$ cat src/rtl/amc13_tts_tx.sv
// AMC13 TTS return-link serial transmitter: frames a 4-bit TTS code with sync,
// complement, sequence and odd parity, and shifts it out MSB-first at 40 MHz.
module amc13_tts_tx (
  input  logic       clk_40,
  input  logic       rst_n,
  input  logic       enable,
  input  logic [3:0] tts_state,
  input  logic       bad_code_clr,
  output logic       tts_out,
  output logic       frame_start,
  output logic [3:0] tts_sent,
  output logic       bad_code
);

  localparam int unsigned FRAME_W = 16;
  localparam int unsigned CNT_W   = 4;
  localparam int unsigned SEQ_W   = 3;
  localparam int unsigned CODE_W  = 4;

  localparam logic [CODE_W-1:0] SYNC     = 4'b1101;
  localparam logic [CODE_W-1:0] ERR_CODE = 4'hC;
  localparam logic [CNT_W-1:0]  LAST_BIT = CNT_W'(FRAME_W - 1);

  typedef enum logic {IDLE, SEND} state_e;

  state_e              state_q, state_d;
  logic [CNT_W-1:0]    bit_cnt_q, bit_cnt_d;
  logic [FRAME_W-1:0]  shift_q, shift_d;
  logic [SEQ_W-1:0]    seq_q, seq_d;
  logic                tts_out_q, tts_out_d;
  logic                frame_start_q, frame_start_d;
  logic [CODE_W-1:0]   tts_sent_q, tts_sent_d;
  logic                bad_code_q, bad_code_d;

  logic                code_legal_c;
  logic [CODE_W-1:0]   code_c;
  logic [FRAME_W-2:0]  frame_body_c;
  logic [FRAME_W-1:0]  frame_c;
  logic                load_c;

  // Legalise the sampled code and assemble the frame; parity makes the ones-count odd.
  always_comb begin
    code_legal_c = 1'b0;
    case (tts_state)
      4'h0, 4'h1, 4'h2, 4'h4, 4'h8, 4'hC, 4'hF: code_legal_c = 1'b1;
      default:                                  code_legal_c = 1'b0;
    endcase
    code_c       = code_legal_c ? tts_state : ERR_CODE;
    frame_body_c = {SYNC, code_c, ~code_c, seq_q};
    frame_c      = {frame_body_c, ~(^frame_body_c)};
  end

  always_comb begin
    state_d       = state_q;
    bit_cnt_d     = bit_cnt_q;
    shift_d       = shift_q;
    seq_d         = seq_q;
    tts_out_d     = tts_out_q;
    frame_start_d = 1'b0;
    tts_sent_d    = tts_sent_q;
    bad_code_d    = bad_code_q;
    load_c        = 1'b0;

    case (state_q)
      IDLE: begin
        tts_out_d = 1'b0;
        load_c    = enable;
      end
      SEND: begin
        if (bit_cnt_q != '0) begin
          tts_out_d = shift_q[FRAME_W-1];
          shift_d   = {shift_q[FRAME_W-2:0], 1'b0};
          bit_cnt_d = bit_cnt_q - CNT_W'(1);
        end else if (enable) begin
          load_c = 1'b1;
        end else begin
          state_d   = IDLE;
          tts_out_d = 1'b0;
        end
      end
      default: state_d = IDLE;
    endcase

    // MSB goes straight to the output register; the shifter holds the remaining bits.
    if (load_c) begin
      state_d       = SEND;
      bit_cnt_d     = LAST_BIT;
      tts_out_d     = frame_c[FRAME_W-1];
      shift_d       = {frame_c[FRAME_W-2:0], 1'b0};
      frame_start_d = 1'b1;
      tts_sent_d    = code_c;
      seq_d         = seq_q + SEQ_W'(1);
    end

    // A set from an illegal load takes priority over a same-edge clear.
    if (load_c && !code_legal_c) begin
      bad_code_d = 1'b1;
    end else if (bad_code_clr) begin
      bad_code_d = 1'b0;
    end
  end

  always_ff @(posedge clk_40 or negedge rst_n) begin
    if (!rst_n) begin
      state_q       <= IDLE;
      bit_cnt_q     <= '0;
      shift_q       <= '0;
      seq_q         <= '0;
      tts_out_q     <= 1'b0;
      frame_start_q <= 1'b0;
      tts_sent_q    <= '0;
      bad_code_q    <= 1'b0;
    end else begin
      state_q       <= state_d;
      bit_cnt_q     <= bit_cnt_d;
      shift_q       <= shift_d;
      seq_q         <= seq_d;
      tts_out_q     <= tts_out_d;
      frame_start_q <= frame_start_d;
      tts_sent_q    <= tts_sent_d;
      bad_code_q    <= bad_code_d;
    end
  end

  assign tts_out     = tts_out_q;
  assign frame_start = frame_start_q;
  assign tts_sent    = tts_sent_q;
  assign bad_code    = bad_code_q;

endmodule

$ cat config.mk
export PLATFORM = sky130hd
export DESIGN_NAME = amc13_tts_tx
export DESIGN_NICKNAME = d
export VERILOG_FILES = /design/src/rtl/amc13_tts_tx.sv
export SDC_FILE = /design/constraint.sdc
export NUM_CORES = 1
export LEC_CHECK = 0
export ABC_AREA = 1
export ABC_CLOCK_PERIOD_IN_PS = 1700
export CAP_MARGIN = 25
export CORE_MARGIN = 5
export CORE_UTILIZATION = 50
export CTS_BUF_LIST = sky130_fd_sc_hd__clkbuf_4
export DETAILED_ROUTE_END_ITERATION = 8
export GPL_ROUTABILITY_DRIVEN = 0
export MAX_ROUTING_LAYER = met4
export PLACE_DENSITY = 0.72
export SLEW_MARGIN = 20
export SYNTH_ARGS = -nofsm -noshare
export SYNTH_HDL_FRONTEND = slang
export SYNTH_SLANG_ARGS = --single-unit
export TNS_END_PERCENT = 50
$ cat constraint.sdc
create_clock -name clk_40 -period 1.7 [get_ports clk_40]
set_input_delay 0.17 -clock clk_40 [delete_from_list [all_inputs] [get_ports clk_40]]
set_output_delay 0.17 -clock clk_40 [all_outputs]
set_load 0.03 [all_outputs]
==> impl_metrics.tcl <==
set metrics [dict create \
    via_count 1059 \
    pin_count 15 \
    synth_fp_nets 173 \
    crit_family "buffers and inverters" \
    cts_buffer_depth 2 \
    r2r_start "bit_cnt_q[1]" \
    grt-ovfl-total 0 \
    drtIter0Drc 50 \
    dieArea_um2 4010 \
    synth_fa_ha_area_frac 0.0264 \
    tightestPinTransition_ns 0.399 \
    crit_chain "clkdlybuf4s50_1" \
    yosys.area.top_type "dfrtp_1" \
    cts_resized 0 \
    setup_viol 0 \
    n_antenna_cell 0 \
    r2r-end "shift_q[6]" \
    setup_slack_ns 0.138 \
    grt_pass1_wl_um 5010 \
    dp.cells 205 \
    cp_data_required_time_ns 1.53 \
    postCtsSetupRepairBufs 0 \
    synth_cell_types 26 \
    numPortBuffers 14 \
    cp_data_arrival_time_ns 1.39 \
    reg2regPathDepth 9 \
    leakage_nw 0.840 \
    cts_tree "yes" \
    status "finished, final reports clean" \
    drive_gt1_frac 0.121 \
    end_kind "output pin" \
    critical_path.max_fanout 2 \
    synth.area.top_cells "dfrtp_1 (53%), nand2_1 (18%), inv_1 (3.4%), ha_1 (2.6%), nand3_1 (2.5%)" \
    fin_area_um2 1620 \
    grt_pass1_vias 1072 \
    wire_per_inst_um 13.0 \
    clock_latency_ns 0.33 \
    multi_input_area_um2 556 \
    rrSetupSlack_ns 0.20 \
    syn_area_um2 1420 \
    clkTransAtPathRegs_ns 0.09 \
    synth_simple_gate_area_share 0.292 \
    ys_seq_elements 30 \
    area_growth_pct 13.6 \
    stdcell_count 213 \
    skew_ns 0.0118 \
    seqCellArea_um2 751 \
    grt_max_degree 31 \
    htreeDepth 2 \
    postCtsHoldBufs 0 \
    grt_util_all_layers 0.166 \
    yosys.area.top_type_share 0.528 \
    fillers 233 \
    root_buffer "clkbuf_4" \
    die_y_um 63.3 \
    drt-pass1-iter-count 4 \
    cp_slowest_cell "clkdlybuf4s50_1" \
    path_depth 1 \
    synth-compound-area-share 0.0598 \
    dp_slack_ns 0.101 \
    cpPeakStageDelay_ns 0.68 \
    post-route-period-util 0.919 \
    path_buf_inv 1 \
    relSlewSlack 0.733 \
    initial_core_util 0.520 \
    dpl.hpwl_um 2010 \
    coreArea_um2 2730 \
    place_area_um2 1560 \
    dieWidth_um 63.3 \
    hp-class "input port to async pin" \
    cts_buffers 5 \
    maxCapViolations 0 \
    antenna_found_initial 0 \
    final_util 0.591 \
    rows 19 \
    rsz0062_at_grt "no" \
    fin_crit_ns 1.56 \
    yosysSeqAreaShare 0.528 \
    pwr_density_cell_nw_per_um2 1720 \
    vias_per_cell 4.97 \
    drv_slew 0 \
    muxShareOfSynthArea 0 \
    synth_top_family_by_area "simple AND/OR/NAND/NOR gates" \
    synth-xor-area-share 0.0123 \
    synth_cells 162 \
    synth-warning-count 0 \
    vdd_drop_max_mv 1.23 \
    timing.fmax_mhz 640 \
    hold_viol_final 0 \
    drt-total-wl_um 2770 \
    drc 0 \
    cts_sinks 30 \
    fin_nets 192 \
    drt.antenna.violating_nets 0 \
    final.setup.tns_ns 0 \
    crit_type "register to output pin" \
    syn_area_per_cell_um2 8.78 \
    worstSetupStartpointType "register" \
]
[registers in the layout, summed over array words and instances, names as in the netlist]
| signal | count |
|---|---|
| tts_sent | 4 |
| seq_q | 3 |
| shift_q | 15 |
| state_q | 1 |
| bit_cnt_q | 4 |
| bad_code | 1 |
| tts_out | 1 |
| frame_start | 1 |
[metrics by stage]
| stage | hold WS (ns) | power, W |
|---|---|---|
| 2_1_floorplan | -0.126 | 0.00207 |
| 3_3_place_gp | 0.465 | 0.00235 |
| 3_5_place_dp | 0.465 | 0.00239 |
| 4_1_cts | 0.215 | 0.00281 |
| 5_1_grt | 0.260 | 0.00303 |
| 6_report | 0.209 | 0.00278 |
[worst max-delay path by stage]
stage / startpoint / to / slack (ns)
global route: tts_sent[1] / tts_sent[1] / 0.07
CTS: tts_sent[1] / tts_sent[1] / 0.12
finish: tts_sent[1] / tts_sent[1] / 0.14
detailed placement: tts_state[0] / shift_q[12] / 0.10
global placement: tts_state[0] / shift_q[12] / 0.12
floorplan: bit_cnt_q[0] / tts_sent[2] / 0.40
[cells in the final DEF (no fill, tap or decap), types with 3 or more instances in the layout]
cell	count
clkbuf_4	6
clkdlybuf4s50_1	14
dfrtp_1	30
ha_1	3
inv_1	13
nand2_1	68
nand3_1	7
nor2_1	8
o21ai_0	3
o21ai_1	3
o22ai_1	3
[cell type report]
| type | count | area share |
|---|---|---|
| Timing Repair Buffer | 16 | 0.0960 |
| Clock buffer | 6 | 0.0279 |
| Inverter | 16 | 0.0387 |
| Clock inverter | 2 | 0.00542 |
| Sequential cell | 30 | 0.464 |
| Tap cell | 31 | 0.0240 |
| Multi-Input combinational cell | 112 | 0.344 |
[cell usage after synthesis]
cell,number
nand3_4,1
nor2_1,8
inv_2,2
nand2_1,68
a21oi_4,1
nand2_2,1
o21a_1,1
o22ai_1,3
or2_2,2
nand3_2,1
ha_1,3
nand2_4,2
nor2_2,2
inv_4,1
o21ai_0,3
a21oi_1,1
o211ai_1,1
nand3b_1,1
dfrtp_1,30
xnor2_1,2
buf_6,3
inv_1,13
nand3_1,7
o21ai_1,3
buf_12,1
or2_1,1
[metal layers]
layer / up-vias / GRT usage / part of all wire
met5: - / - / 0
met4: 0 / 0.0727 / 0.020
met3: 6 / 0.0551 / 0.048
met2: 26 / 0.230 / 0.45
met1: 489 / 0.219 / 0.48
li1: 538 / - / -
[report_power, final]
group	internal, W	switching [W]	total [W]
Sequential	0.00101	0.000190	0.00120
Clock	0.000171	0.000238	0.000409
Combinational	0.000471	0.000707	0.00118
[cells by family (layout without fill, tap and decap cells)]
logic type | Yosys count | in the layout
adders and majority gates | 3 | 3
buffers and inverters | 20 | 40
AOI/OAI and AO/OA | 13 | 13
DFF | 30 | 30
and+or+nand+nor | 94 | 94
xor gates and xnor gates | 2 | 2
No activity file was read; power rests on OpenSTA's default activity.
